==> src/rtl/id_ex_stage.sv <==
// id_ex_stage: instruction decode plus ID/EX pipeline register.
// Latency: 1 cycle from an accepted IF/ID instruction to the ex_* outputs.
// Backpressure: hazard_stall holds PC and IF/ID while a bubble enters EX.
// Optional build macro BRANCH_IN_ID_EN resolves beq/bne in ID instead of EX.
module id_ex_stage #(
  parameter int DATA_W = 32,
  parameter int REG_AW = 5
) (
  input  logic              clk,
  input  logic              reset,
  input  logic              if_id_valid,
  input  logic [31:0]       if_id_instr,
  input  logic [DATA_W-1:0] if_id_pc4,
  input  logic              flush,
  output logic [REG_AW-1:0] rf_addr_1,
  output logic [REG_AW-1:0] rf_addr_2,
  input  logic [DATA_W-1:0] rf_data_1,
  input  logic [DATA_W-1:0] rf_data_2,
  output logic              hazard_stall,
  output logic              jump_taken,
  output logic [DATA_W-1:0] jump_target,
  output logic              branch_taken,
  output logic [DATA_W-1:0] branch_target,
  output logic              ex_valid,
  output logic              ex_reg_write,
  output logic              ex_mem_read,
  output logic              ex_mem_write,
  output logic              ex_mem_to_reg,
  output logic              ex_alu_src,
  output logic              ex_branch,
  output logic              ex_bne,
  output logic [3:0]        ex_alu_ctrl,
  output logic [DATA_W-1:0] ex_rs_data,
  output logic [DATA_W-1:0] ex_rt_data,
  output logic [DATA_W-1:0] ex_imm,
  output logic [DATA_W-1:0] ex_pc4,
  output logic [REG_AW-1:0] ex_rs,
  output logic [REG_AW-1:0] ex_rt,
  output logic [REG_AW-1:0] ex_dest
);

  // Instruction fields
  logic [5:0]        w_op;
  logic [5:0]        w_funct;
  logic [REG_AW-1:0] w_rs;
  logic [REG_AW-1:0] w_rt;
  logic [REG_AW-1:0] w_rd;
  logic [DATA_W-1:0] w_imm_sext;
  logic [DATA_W-1:0] w_imm_zext;
  logic              w_unused;

  assign w_op       = if_id_instr[31:26];
  assign w_funct    = if_id_instr[5:0];
  assign w_rs       = if_id_instr[25:21];
  assign w_rt       = if_id_instr[20:16];
  assign w_rd       = if_id_instr[15:11];
  assign w_imm_sext = {{(DATA_W-16){if_id_instr[15]}}, if_id_instr[15:0]};
  assign w_imm_zext = {{(DATA_W-16){1'b0}}, if_id_instr[15:0]};
  // shamt is not used by any supported instruction
  assign w_unused   = ^if_id_instr[10:6];

  assign rf_addr_1 = w_rs;
  assign rf_addr_2 = w_rt;

  // Decoded control word
  logic       w_dec_ok;
  logic       w_rtype;
  logic       w_is_j;
  logic       w_is_sw;
  logic       w_is_br;
  logic       w_zext;
  logic       w_reg_write;
  logic       w_mem_read;
  logic       w_mem_write;
  logic       w_mem_to_reg;
  logic       w_alu_src;
  logic       w_bne;
  logic [3:0] w_alu_ctrl;

  // Opcode/funct decode; anything unrecognised leaves w_dec_ok low (bubble)
  always_comb begin
    w_dec_ok     = 1'b0;
    w_rtype      = 1'b0;
    w_is_j       = 1'b0;
    w_is_sw      = 1'b0;
    w_is_br      = 1'b0;
    w_zext       = 1'b0;
    w_reg_write  = 1'b0;
    w_mem_read   = 1'b0;
    w_mem_write  = 1'b0;
    w_mem_to_reg = 1'b0;
    w_alu_src    = 1'b0;
    w_bne        = 1'b0;
    w_alu_ctrl   = 4'd0;
    case (w_op)
      6'h00: begin
        w_rtype     = 1'b1;
        w_reg_write = 1'b1;
        w_dec_ok    = 1'b1;
        case (w_funct)
          6'h20, 6'h21: w_alu_ctrl = 4'd2;
          6'h22, 6'h23: w_alu_ctrl = 4'd6;
          6'h24:        w_alu_ctrl = 4'd0;
          6'h25:        w_alu_ctrl = 4'd1;
          6'h27:        w_alu_ctrl = 4'd12;
          6'h2A:        w_alu_ctrl = 4'd7;
          default: begin
            w_dec_ok    = 1'b0;
            w_reg_write = 1'b0;
          end
        endcase
      end
      6'h23: begin
        w_dec_ok = 1'b1; w_alu_ctrl = 4'd2; w_alu_src = 1'b1;
        w_mem_read = 1'b1; w_mem_to_reg = 1'b1; w_reg_write = 1'b1;
      end
      6'h2B: begin
        w_dec_ok = 1'b1; w_is_sw = 1'b1; w_alu_ctrl = 4'd2;
        w_alu_src = 1'b1; w_mem_write = 1'b1;
      end
      6'h08: begin
        w_dec_ok = 1'b1; w_alu_ctrl = 4'd2; w_alu_src = 1'b1; w_reg_write = 1'b1;
      end
      6'h0A: begin
        w_dec_ok = 1'b1; w_alu_ctrl = 4'd7; w_alu_src = 1'b1; w_reg_write = 1'b1;
      end
      6'h0C: begin
        w_dec_ok = 1'b1; w_alu_ctrl = 4'd0; w_alu_src = 1'b1;
        w_reg_write = 1'b1; w_zext = 1'b1;
      end
      6'h0D: begin
        w_dec_ok = 1'b1; w_alu_ctrl = 4'd1; w_alu_src = 1'b1;
        w_reg_write = 1'b1; w_zext = 1'b1;
      end
      6'h04: begin
        w_dec_ok = 1'b1; w_is_br = 1'b1; w_alu_ctrl = 4'd6;
      end
      6'h05: begin
        w_dec_ok = 1'b1; w_is_br = 1'b1; w_bne = 1'b1; w_alu_ctrl = 4'd6;
      end
      6'h02: w_is_j = 1'b1;
      default: w_dec_ok = 1'b0;
    endcase
  end

  logic [REG_AW-1:0] w_dest;
  logic              w_reg_write_eff;
  logic              w_uses_rs;
  logic              w_uses_rt;

  assign w_dest          = w_rtype ? w_rd : w_rt;
  assign w_reg_write_eff = w_reg_write & (w_dest != '0);
  assign w_uses_rs       = w_dec_ok;
  assign w_uses_rt       = w_dec_ok & (w_rtype | w_is_sw | w_is_br);

  // Registered ID/EX state
  logic              r_ex_valid;
  logic              r_ex_reg_write;
  logic              r_ex_mem_read;
  logic              r_ex_mem_write;
  logic              r_ex_mem_to_reg;
  logic              r_ex_alu_src;
  logic              r_ex_branch;
  logic              r_ex_bne;
  logic [3:0]        r_ex_alu_ctrl;
  logic [DATA_W-1:0] r_ex_rs_data;
  logic [DATA_W-1:0] r_ex_rt_data;
  logic [DATA_W-1:0] r_ex_imm;
  logic [DATA_W-1:0] r_ex_pc4;
  logic [REG_AW-1:0] r_ex_rs;
  logic [REG_AW-1:0] r_ex_rt;
  logic [REG_AW-1:0] r_ex_dest;

  // Load-use hazard against a load currently in EX
  logic w_lu_stall;
  assign w_lu_stall = if_id_valid & r_ex_valid & r_ex_mem_read & (r_ex_dest != '0) &
                      (((r_ex_dest == w_rs) & w_uses_rs) | ((r_ex_dest == w_rt) & w_uses_rt));

  logic w_br_id;
  logic w_br_stall;

`ifdef BRANCH_IN_ID_EN
  // Branch compares in ID, so any result still in EX must land first
  logic w_eq;
  assign w_eq         = (rf_data_1 == rf_data_2);
  assign w_br_id      = w_is_br;
  assign w_br_stall   = if_id_valid & w_is_br & r_ex_valid & r_ex_reg_write &
                        (r_ex_dest != '0) & ((r_ex_dest == w_rs) | (r_ex_dest == w_rt));
  assign branch_taken = if_id_valid & ~flush & ~hazard_stall & w_is_br & (w_eq ^ w_bne);
`else
  assign w_br_id      = 1'b0;
  assign w_br_stall   = 1'b0;
  assign branch_taken = 1'b0;
`endif

  assign hazard_stall  = w_lu_stall | w_br_stall;
  assign jump_taken    = if_id_valid & ~flush & ~hazard_stall & w_is_j;
  assign jump_target   = {if_id_pc4[DATA_W-1:DATA_W-4], if_id_instr[25:0], 2'b00};
  assign branch_target = if_id_pc4 + {w_imm_sext[DATA_W-3:0], 2'b00};

  // Jumps and ID-resolved branches never enter EX; they leave a bubble behind
  logic w_load;
  assign w_load = if_id_valid & w_dec_ok & ~w_br_id;

  // ID/EX register: reset, flush, stall and empty/undecodable slots all load a bubble
  always_ff @(posedge clk) begin
    if (reset || flush || hazard_stall || !w_load) begin
      r_ex_valid      <= 1'b0;
      r_ex_reg_write  <= 1'b0;
      r_ex_mem_read   <= 1'b0;
      r_ex_mem_write  <= 1'b0;
      r_ex_mem_to_reg <= 1'b0;
      r_ex_alu_src    <= 1'b0;
      r_ex_branch     <= 1'b0;
      r_ex_bne        <= 1'b0;
      r_ex_alu_ctrl   <= 4'd0;
      r_ex_rs_data    <= '0;
      r_ex_rt_data    <= '0;
      r_ex_imm        <= '0;
      r_ex_pc4        <= '0;
      r_ex_rs         <= '0;
      r_ex_rt         <= '0;
      r_ex_dest       <= '0;
    end else begin
      r_ex_valid      <= 1'b1;
      r_ex_reg_write  <= w_reg_write_eff;
      r_ex_mem_read   <= w_mem_read;
      r_ex_mem_write  <= w_mem_write;
      r_ex_mem_to_reg <= w_mem_to_reg;
      r_ex_alu_src    <= w_alu_src;
      r_ex_branch     <= w_is_br;
      r_ex_bne        <= w_bne;
      r_ex_alu_ctrl   <= w_alu_ctrl;
      r_ex_rs_data    <= rf_data_1;
      r_ex_rt_data    <= rf_data_2;
      r_ex_imm        <= w_zext ? w_imm_zext : w_imm_sext;
      r_ex_pc4        <= if_id_pc4;
      r_ex_rs         <= w_rs;
      r_ex_rt         <= w_rt;
      r_ex_dest       <= w_dest;
    end
  end

  assign ex_valid      = r_ex_valid;
  assign ex_reg_write  = r_ex_reg_write;
  assign ex_mem_read   = r_ex_mem_read;
  assign ex_mem_write  = r_ex_mem_write;
  assign ex_mem_to_reg = r_ex_mem_to_reg;
  assign ex_alu_src    = r_ex_alu_src;
  assign ex_branch     = r_ex_branch;
  assign ex_bne        = r_ex_bne;
  assign ex_alu_ctrl   = r_ex_alu_ctrl;
  assign ex_rs_data    = r_ex_rs_data;
  assign ex_rt_data    = r_ex_rt_data;
  assign ex_imm        = r_ex_imm;
  assign ex_pc4        = r_ex_pc4;
  assign ex_rs         = r_ex_rs;
  assign ex_rt         = r_ex_rt;
  assign ex_dest       = r_ex_dest;

endmodule

==> config.mk <==
export PLATFORM = sky130hd
export DESIGN_NAME = id_ex_stage
export DESIGN_NICKNAME = d
export VERILOG_FILES = /design/src/rtl/id_ex_stage.sv
export SDC_FILE = /design/constraint.sdc
export NUM_CORES = 1
export LEC_CHECK = 0
export CELL_PAD_IN_SITES_DETAIL_PLACEMENT = 0
export CELL_PAD_IN_SITES_GLOBAL_PLACEMENT = 1
export CORE_MARGIN = 10
export CORE_UTILIZATION = 27
export DETAILED_ROUTE_END_ITERATION = 8
export HOLD_SLACK_MARGIN = 0.15
export PLACE_DENSITY_LB_ADDON = 0.1
export REMOVE_ABC_BUFFERS = 1
export SLEW_MARGIN = 20
export SYNTH_ARGS = -nofsm -noshare
export SYNTH_HDL_FRONTEND = slang
export SYNTH_SLANG_ARGS = --single-unit
==> constraint.sdc <==
create_clock -name clk -period 6.55 [get_ports clk]
set_clock_uncertainty 0.1 [all_clocks]
set_input_delay 1.965 -clock clk [delete_from_list [all_inputs] [get_ports clk]]
set_output_delay 1.965 -clock clk [all_outputs]
set_load 0.005 [all_outputs]
* Word level (Yosys, flattened, before mapping)
Index checks and enable logic that the tools add are counted.
** Storage, ports and cells
- Flip-flop bits (word level) :: 139
- Output and inout port bits :: 232
- Logic and storage cells :: 85
** Cells by class
- Add/sub/neg operators :: 1
- Equal/unequal tests :: 19
- Mux-type cells :: 15
- Bitwise gates (word level) :: 17
- Reductions and logical operators :: 17
** Operators with widths (count)
- 6-bit == test, second input constant :: 10
- 4-bit one-hot mux with 5 select lines :: 2
- 32-bit adder :: 1
- 6-bit by 4-bit == test with 1-bit output, second input constant :: 4
- 8-bit OR reduction :: 2
- 1-bit AND :: 12
- 6-bit by 3-bit == test with 1-bit output, second input constant :: 2
- 5-bit == test :: 2
- 1-bit two-way mux :: 10
- 5-bit nonzero test :: 2
- 2-bit OR reduction :: 5
- 6-bit by 2-bit == test with 1-bit output, second input constant :: 1
- 6-bit logical NOT :: 1
- 6-bit OR reduction :: 1
- 5-bit two-way mux :: 1
- 5-bit OR reduction :: 1
- 1-bit one-hot mux with 2 select lines :: 2
- 1-bit logical OR :: 3
- 1-bit bitwise OR :: 3
- 3-bit OR reduction :: 1
- 1-bit inverter :: 2
- 1-bit logical NOT :: 1

* Longest topological paths before layout
Gate-level depths: netlist of run 1.
- Depth in word-level cells :: 11
- Depth in mapped cells :: 10
- Depth with buffers taken out :: 10

* Worst setup path after synthesis of run 1
Ideal clock, no wire load.
- Path type :: input -> output
- Start point :: in if_id_instr[0]
- End point :: out branch_target[24]
- Data arrival time :: 3855 ps
- Path slack :: 630 ps
- Stages :: 10
- Buffers on the path :: 0
- Cell sequence :: ha_1 -> inv_1 -> fa_1 -> nand2b_1 -> a21o_1 -> nand3_1 -> a31oi_1 -> o31ai_1 -> a211oi_1 -> a221oi_1
** Between the ends
- Cells in the longest elaborated chain, start to end :: 1
** RTL lines
- from (decl) :: line 12 : input logic [31:0] if_id_instr,
- 32-bit adder :: line 199 : assign branch_target = if_id_pc4 + {w_imm_sext[DATA_W-3:0], 2'b00};
- to (decl) :: line 23 : output logic [DATA_W-1:0] branch_target,
Every way passes these cells.

* Worst setup path in the final report of run 1
- Start point :: in if_id_pc4[3]
- End point :: out branch_target[29]
** Between the ends
- Cells in the longest elaborated chain, start to end :: 1
** RTL lines
- from (decl) :: line 13 : input logic [DATA_W-1:0] if_id_pc4,
- 32-bit adder :: line 199
Every way passes these cells.

==> results of run 1 <==
-- worst max-delay path, delay by kind of cell --
kind	cells	cell delay, ns
multiplexers	1	0.19
adder cells (fa/ha/maj)	1	0.28
AO/OA/AOI/OAI	4	0.64
buffers and inverters	4	1.07
AND/OR/NAND/NOR	2	0.23
-- cell families (layout without fill, tap and decap cells) --
family / count (synthesis) / in the layout
compound gates: 105 / 105
buf+inv: 91 / 525
simple gates: 253 / 253
other cells: 1 / 3
flops: 139 / 139
xor+xnor: 37 / 37
mux: 9 / 9
fa+ha+maj: 30 / 30
-- final timing paths --
kind,from,depth (start not counted),endpoint
max,if_id_pc4[3],12,branch_target[29]
min,ex_valid,6,ex_alu_src
min reg2reg,ex_valid,6,ex_alu_src
max reg2reg,ex_dest[4],8,ex_imm[16]
-- timing repair --
action | 4_1_cts | 5_1_grt
pin swaps | 4 | 11
resized for setup | 54 | 25
endpoints found under the setup margin | 18 | 19
setup buffers | 3 | 3
-- metal layers --
layer  vias up  track usage [%]
met5         -                0
met4         0             3.81
met3        17             5.62
met2       225             30.0
met1      2705             19.1
li1       3025                -
-- cell type report --
type                            count  area, um2  share of cell area [%]
Sequential cell                   139       2780                    24.5
Clock inverter                     15        146                    1.29
Inverter                            9       33.8                   0.297
Timing Repair Buffer              484       4520                    39.7
Multi-Input combinational cell    437       3080                    27.1
Tap cell                          313        392                    3.44
Clock buffer                       17        425                    3.74
-- power breakdown --
group | leakage (uW) | internal (uW) | switching, uW
clock network | 0.000276 | 506 | 439
logic | 0.00332 | 306 | 212
registers | 0.00112 | 850 | 1.80
total | 0.00471 | 1660 | 653
-- cells in the final DEF (no fill, tap or decap), types with 3 or more instances in the layout --
| cell | count |
|---|---|
| nand4_1 | 6 |
| a21o_1 | 10 |
| xnor2_1 | 25 |
| nor2b_1 | 11 |
| dlygate4sd2_1 | 7 |
| and2_1 | 126 |
| dfxtp_1 | 139 |
| o21a_1 | 4 |
| o21ai_1 | 4 |
| and3_1 | 5 |
| ha_1 | 28 |
| conb_1 | 3 |
| o21bai_1 | 3 |
| inv_6 | 6 |
| nand2_1 | 31 |
| mux2i_1 | 8 |
| nor2_1 | 25 |
| a211oi_1 | 4 |
| a21oi_2 | 4 |
| buf_4 | 122 |
| xor2_1 | 10 |
| clkdlybuf4s50_1 | 339 |
| nor3_1 | 14 |
| clkbuf_2 | 3 |
| buf_2 | 5 |
| dlymetal6s2s_1 | 5 |
| nand2b_1 | 9 |
| o21ai_0 | 11 |
| inv_8 | 4 |
| a21oi_1 | 37 |
| clkbuf_16 | 17 |
| nand3_1 | 6 |
| inv_1 | 8 |
-- per-stage QoR --
stage / setup WS (ns) / area [um2] / total power, uW / utilization (%) / hold slack, ns
detailed placement: -0.528 / 10600 / 1390 / 46.6 / 1.10
CTS: -0.153 / 11300 / 2340 / 49.4 / 1.11
global placement: -0.504 / 10600 / 1390 / 46.6 / 1.12
global route: -0.0659 / 11400 / 2430 / 49.8 / 1.25
floorplan: 0.630 / 5740 / 1040 / - / 0.950
finish: 0.101 / 11400 / 2320 / 49.8 / 1.10
==> impl_metrics.toml, run 1 <==
[status]
status = "complete, no violations"

[worst_setup_path]
cp_common_cell = "buf_4"
slowest_delay_ns = 0.44
crit_type = "in -> out"
reg2reg_slack_ns = 4.09
critical_path.cell_chain = "clkdlybuf4s50_1 -> ha_1 -> a21o_1 -> nand4_1 -> buf_4 -> a211oi_2 -> buf_4 -> o21ai_1 -> a21oi_2 -> mux2i_1 -> nand2_1 -> dlygate4sd2_1"
cp.arrival_ns = 4.38
cp_slowest_cell = "clkdlybuf4s50_1"
worst_setup_path_end_kind = "primary output"
crit_fanout = 3
critPathRequiredTime_ns = 4.49
start_kind = "primary input"

[route]
drt_wl_total_um = 26000
ant_nets = 0
drc_errors = 0
dr.pass1.iters = 4
vias = 5972
wl_met1_um = 10700
drt-vias-per-instance = 4.22
wl_met2_um = 13100
wl_met3_um = 1890
highest_layer = "met4"
first_iter_violations = 235
wire_per_inst_um = 18.4

[sta]
fin_crit_sh_pct = 98.5
fmax_ghz = 0.155
fin_crit_ns = 6.45
setup_viol_count_final = 0
worst_pin_slew_ns = 0.792
tns_ns = 0
max_slew_margin_pct = 47.2
timing.final.max_slew_violations = 0
finalHoldViolCount = 0

[floorplanning]
ioPinCount = 364
rows = 55
start_util_pct = 27.6
die_y_um = 173
core_um2 = 22800
die_x_um = 173
die_area_um2 = 29900

[layout]
fillers = 2200
synthToLayoutAreaGrowth_pct = 80.2
final_cells = 1414
drive_gt1_share_pct = 17.9
nNetsFinal = 1250
diodes = 0

[yosys]
synth_cell_types = 55
synth_largest_area_cell = "dfxtp_1"
synth_adder_area_share_pct = 6.07
postSynthAreaPerCell_um2 = 9.49
synthSimpleGateAreaFrac_pct = 23.1
synthXorXnorAreaFrac_pct = 5.13
yosys_warnings = 0
synthMuxAreaShare_pct = 1.45
async_flop_share_pct = 0
ys.flop_type = "dfxtp_1"
synth_compound_area_share_pct = 10.4
synth_cells = 665
syn-cell-area_um2 = 6310
synth_top_family_by_area = "simple AND/OR/NAND/NOR gates"
ys_top_cells_by_area = "dfxtp_1 (44%), and2_1 (12%), buf_4 (8.1%)"
yosysTopAreaCellShare_pct = 44.1
synthTopCellsByCount = "dfxtp_1 (139), and2_1 (126), buf_4 (68), a21oi_1 (41), nand2_1 (31)"
synth_edf_count = 0
ys_seq_area_share_pct = 44.1
synth-seq-cells = 139
synth_most_common_cell = "dfxtp_1"

[global_route]
antenna_found_initial = 0
grt_max_degree = 98
overflow = 0
grt_pass1_wl_um = 39300
track_usage_pct = 16.9
grt_pass1_vias = 6135

[run]
cap_violations = 0

[clocking]
cts_tree = "yes"
cts_root_buffer = "clkbuf_16"
cts_buffer_depth = 2
path_clk_slew_ns = 0.06
cts_made_buffers = 17
clk_latency_ns = 0.41
cts_hold_buf = 0
h-tree-depth = 4
clock_sinks = 139

[placed_design]
dp.cells = 1376
hpwl_um = 21400
portBuffers = 360
place_congestion = 0.812

[worst_hold_path]
hold_class = "reg -> reg"

[pwr]
p_leak_uw = 0.00471
peakVddDrop_uv = 145
power_density_nw_per_um2 = 204
No activity file was read; power rests on OpenSTA's default activity.
==> run 2: changes to the inputs <==
- CORE_UTILIZATION: 27 -> 28
- CTS_BUF_LIST: unset -> sky130_fd_sc_hd__clkbuf_8
- clock period: 6.55 -> 6.83 ns (I/O delays scaled with it)
==> run 2 against run 1 <==
Against the previous run: power fell by 15%; combinational power fell by 6.4%; worst setup slack better by 0.033 ns; worst hold slack worse by 0.12 ns; register-to-register slack better by 0.50 ns; routed wire length down 1.4%; sequential share of layout area grew 0.73 points; die area fell by 3.2%; first-iteration DRC count grew 15%; critical path type unchanged.
==> impl_metrics.toml, run 2 (synthesis gave the netlist of run 1 again) <==
[status]
status = "complete, no violations"

[route]
drt_wl_total_um = 25600
dr.pass1.iters = 5
first_iter_violations = 270
drt-vias-per-instance = 4.38
ant_nets = 0
drc_errors = 0
vias = 6011
wire_per_inst_um = 18.7

[clocking]
cts_buffer_depth = 2
clk_latency_ns = 0.43
h-tree-depth = 4
clock_sinks = 139
cts_root_buffer = "clkbuf_8"
cts_made_buffers = 17
cts_tree = "yes"
path_clk_slew_ns = 0.09

[global_route]
grt_pass1_wl_um = 37700
grt_pass1_vias = 6214
track_usage_pct = 17.0
grt_max_degree = 107
antenna_found_initial = 2
overflow = 0

[floorplanning]
die_x_um = 170
die_area_um2 = 28900
start_util_pct = 28.7
rows = 54
die_y_um = 170
ioPinCount = 364
core_um2 = 22000

[layout]
nNetsFinal = 1239
fillers = 2117
final_cell_mix = "clkdlybuf4s50_1 (341), dfxtp_1 (139), and2_1 (126), buf_4 (111), a21oi_1 (37)"
final_common_cell = "clkdlybuf4s50_1"
synthToLayoutAreaGrowth_pct = 75.0
final_area_um2 = 11000
drive_gt1_share_pct = 16.8

[run]
cap_violations = 0

[pwr]
peakVddDrop_uv = 114
sw_frac_of_total_pct = 28.9
cellInternalPower_uw = 1400
p_seq_share_pct = 41.4
switchingPower_uw = 571
p_leak_uw = 0.00455
p_comb_share_pct = 24.6
clock_power_share_pct = 34.0
power_density_nw_per_um2 = 179

[worst_hold_path]
hold_class = "reg -> reg"
whs_path_depth = 5
hold_start = "ex_valid"
holdPathEnd = "ex_valid"

[sta]
fin_crit_sh_pct = 98.0
tns_ns = 0
max_slew_margin_pct = 59.8
finalHoldViolCount = 0
rsz0062_at_grt = "false"
fin_crit_ns = 6.70
worst_pin_slew_ns = 0.600
timing.final.max_slew_violations = 0
setup_viol_count_final = 0
fmax_ghz = 0.149

[worst_setup_path]
r2r_cells = 8
cp.arrival_ns = 4.55
crit_fanout = 5
critical_path.cell_chain = "clkdlybuf4s50_1 -> buf_4 -> ha_1 -> a21o_1 -> nand4_1 -> a211oi_2 -> buf_4 -> buf_4 -> nor2_1 -> xnor2_1 -> clkdlybuf4s50_1"
start_kind = "primary input"
slowest_delay_ns = 0.54
crit_family = "buffers and inverters"
r2r_start = "ex_dest[4]"
cp_common_cell = "buf_4"
r2r-end = "ex_alu_ctrl[3]"
worst_setup_path_end_kind = "primary output"
critPathRequiredTime_ns = 4.68
cp_slowest_cell = "clkdlybuf4s50_1"
critPathBufInv = 5
reg2reg_slack_ns = 4.59
crit_type = "in -> out"

[placed_design]
placed_area_um2 = 10500
hpwl_um = 20700
place_congestion = 0.824
portBuffers = 360
==> run 2: how the worst max path moves through the flow <==
| stage | depth (start not counted) | end | startpoint |
|---|---|---|---|
| after floorplan | 10 | branch_target[24] | if_id_instr[0] |
| after global placement | 13 | branch_target[24] | if_id_instr[0] |
| after detailed placement | 13 | branch_target[24] | if_id_instr[0] |
| after CTS | 14 | branch_target[24] | if_id_pc4[2] |
| after global routing | 13 | branch_target[24] | if_id_instr[1] |
| final | 11 | branch_target[13] | if_id_instr[1] |
==> run 2: layout make-up <==
class,instances,area [um2],area share (%)
antenna,2,5.00,0.0453
clock buffer,17,234,2.12
clock inverter,15,154,1.39
inverter,9,33.8,0.306
multi-input combinational,437,3050,27.6
sequential,139,2780,25.2
tap,280,350,3.17
timing repair buffer,473,4440,40.2
==> run 2: power groups by stage <==
| stage | combinational [uW] | clock (uW) | sequential, uW |
|---|---|---|---|
| 5_1_grt | 531 | 730 | 817 |
| 3_5_place_dp | 484 | 0 | 836 |
| 4_1_cts | 486 | 707 | 817 |
| 3_3_place_gp | 488 | 0 | 835 |
| 6_report | 485 | 671 | 817 |
| 2_1_floorplan | 157 | 0 | 836 |
==> run 2: metal layers <==
metal / vias up / global-route usage (%) / part of all wire (%)
met5: - / 0 / 0
met3: 10 / 6.15 / 8.6
met2: 237 / 31.4 / 51
met4: 0 / 3.39 / 0.80
met1: 2763 / 18.1 / 39
li1: 3001 / - / -
==> run 2: what timing repair did <==
item	4_1_cts	5_1_grt
hold endpoints to repair	0	0
gates resized for setup	49	16
setup buffers	7	2
setup endpoints to repair	17	15
pin swaps	8	10
hold buffers	0	0
==> run 2: metrics by stage <==
| stage | worst slack, ns | utilization (%) | hold slack (ns) | std cells | total power [uW] |
|---|---|---|---|---|---|
| floorplan | 0.742 | - | 0.950 | 585 | 993 |
| global placement | -0.395 | 47.7 | 0.997 | 1329 | 1320 |
| detailed placement | -0.443 | 47.7 | 0.992 | 1329 | 1320 |
| CTS | 0.0176 | 50.0 | 1.01 | 1368 | 2010 |
| global route | 0.00373 | 50.1 | 1.09 | 1371 | 2080 |
| finish | 0.134 | 50.2 | 0.989 | 1372 | 1970 |
==> run 2: worst min-delay path, cell delays in order, from the launching register on <==
cell and delay, ns:
dfxtp_1 0.34, nand3_1 0.08, a21oi_1 0.10, o21ai_0 0.12, nor4b_4 0.16, buf_4 0.21
==> run 3: changes to the inputs <==
- CORE_UTILIZATION: 28 -> 25
- PLACE_DENSITY: unset -> 0.8
- PLACE_DENSITY_LB_ADDON: 0.1 -> unset
- clock period: 6.83 -> 5.9 ns (I/O delays scaled with it)
==> run 3 against run 2 <==
Against the previous run: sequential share of layout area decreased by 1.1 points; sequential power grew 16%; count of clock-buffer cells in the layout did not move; power grew 20%; worst setup slack got worse by 0.042 ns; sequential cell count stayed put; critical path type unchanged; critical endpoint is now branch_target[29].
==> impl_metrics.toml, run 3 (synthesis gave the netlist of run 1 again) <==
[status]
status = "complete, no violations"

[placed_design]
portBuffers = 360
dp.cells = 1400
dp_slack_ns = -0.852
place_congestion = 0.862
hpwl_um = 20400

[route]
drt_wl_total_um = 25500
drt-vias-per-instance = 4.18
vias = 6049
ant_nets = 0
wire_per_inst_um = 17.6
first_iter_violations = 200
dr.pass1.iters = 4
drc_errors = 0

[worst_setup_path]
cp_slowest_cell = "clkdlybuf4s50_1"
start_kind = "primary input"
cp.arrival_ns = 3.94
r2r-end = "ex_alu_ctrl[2]"
worst_setup_path_end_kind = "primary output"
reg2reg_slack_ns = 3.66
r2r_cells = 8
cp_common_cell = "buf_4"
crit_fanout = 4
crit_family = "buffers and inverters"
critical_path.cell_chain = "clkdlybuf4s50_1 -> ha_1 -> buf_4 -> a211oi_1 -> nor2b_1 -> nor4_2 -> a21oi_2 -> buf_4 -> mux2i_1 -> nand2_1 -> buf_2"
r2r_start = "ex_dest[4]"
critPathRequiredTime_ns = 4.03
slowest_delay_ns = 0.48
crit_type = "in -> out"
critPathBufInv = 4

[worst_hold_path]
whs_path_depth = 5
holdPathEnd = "ex_valid"
hold_start = "ex_valid"
hold_class = "reg -> reg"

[global_route]
track_usage_pct = 14.9
grt_pass1_vias = 6304
overflow = 0
grt_max_degree = 116
antenna_found_initial = 1
grt_pass1_wl_um = 36700

[floorplanning]
die_area_um2 = 32000
core_um2 = 25000
rows = 58
ioPinCount = 364
die_x_um = 179
die_y_um = 179
start_util_pct = 25.2

[layout]
multi_input_area_um2 = 3350
seq_area_um2 = 2780
final_cells = 1446
nNetsFinal = 1264
fillers = 2425
drive_gt1_share_pct = 22.2
final_cell_mix = "clkdlybuf4s50_1 (309), dfxtp_1 (139), buf_4 (134), and2_1 (126), nand2_1 (31)"
synthToLayoutAreaGrowth_pct = 83.3
final_common_cell = "clkdlybuf4s50_1"

[clocking]
cts_tree = "yes"
clock_sinks = 139
h-tree-depth = 4
cts_root_buffer = "clkbuf_8"
cts_made_buffers = 17
path_clk_slew_ns = 0.09
cts_buffer_depth = 2
clk_latency_ns = 0.44

[sta]
fmax_ghz = 0.172
fin_crit_sh_pct = 98.4
fin_crit_ns = 5.81
finalHoldViolCount = 0
layout_setup_ws_ns = 0.0921
timing.final.max_slew_violations = 0
tns_ns = 0
setup_viol_count_final = 0
rsz0062_at_grt = "true"

[pwr]
sw_frac_of_total_pct = 30.3
finalPower_uw = 2370
p_seq_share_pct = 39.8
power_density_nw_per_um2 = 205
p_leak_uw = 0.00476
clock_power_share_pct = 34.5
p_comb_share_pct = 25.7
switchingPower_uw = 719
cellInternalPower_uw = 1650
peakVddDrop_uv = 126

[run]
cap_violations = 0
-- run 3: cell count changes in the layout (fill, tap and decap cells not counted), sizes merged --
cell           previous run  this run
clkinvlp                  3         1
dlygate4sd2               7        26
clkinv                    3         5
buf                     117       147
clkbuf                   20        22
dlymetal6s2s              3         7
clkdlybuf4s15             2         4
clkdlybuf4s50           341       309
diode                     2         1
-- run 3: power groups by stage --
stage	clock network, uW	registers, uW	logic [uW]
final	818	945	610
after CTS	848	945	606
after global routing	890	946	661
after global placement	0	967	578
after detailed placement	0	967	579
after floorplan	0	968	182
-- run 3: worst min-delay path, delay by kind of cell (launching register included) --
kind | cells | cell delay [ns]
AOI/OAI and AO/OA | 2 | 0.24
buffers and inverters | 1 | 0.21
and+or+nand+nor | 2 | 0.23
DFF | 1 | 0.34
-- run 3: metal layers --
layer | GRT usage, % | part of all wire [%] | up-vias
met2 | 27.7 | 52 | 198
met5 | 0 | 0 | -
met3 | 4.00 | 7.2 | 21
met4 | 4.13 | 1.5 | 0
li1 | - | - | 3049
met1 | 16.3 | 39 | 2781
-- run 3: worst max path at each step --
stage	start	to	slack (ns)	depth (start not counted)
after floorplan	if_id_instr[0]	branch_target[24]	0.37	10
after global placement	if_id_pc4[2]	branch_target[26]	-0.83	12
after detailed placement	if_id_pc4[2]	branch_target[26]	-0.85	12
after CTS	if_id_pc4[18]	branch_target[25]	0.002	10
after global routing	if_id_pc4[2]	branch_target[24]	-0.03	13
final	if_id_pc4[18]	branch_target[29]	0.09	11
-- run 3: repair_timing --
action                                  CTS  global route
pin swaps                                24            18
gates cloned                              1             0
resized for setup                       138            32
buffers inserted                         12             1
endpoints found under the setup margin   23            17
hold buffers                              0             0
-- run 3: through the flow --
| step | util [%] | instance area, um2 | hold slack (ns) |
|---|---|---|---|
| CTS | 45.9 | 11500 | 1.07 |
| floorplan | - | 5740 | 0.950 |
| detailed placement | 42.8 | 10700 | 1.05 |
| finish | 46.2 | 11600 | 1.03 |
| global route | 46.2 | 11600 | 1.13 |
| global placement | 42.8 | 10700 | 1.05 |
-- run 3: cell type report --
type | instances | share of cell area [%]
sequential | 139 | 24.0
clock inverter | 15 | 1.50
clock buffer | 17 | 2.02
tap | 330 | 3.57
antenna | 1 | 0.0216
multi-input combinational | 437 | 29.0
inverter | 9 | 0.292
timing repair buffer | 498 | 39.6
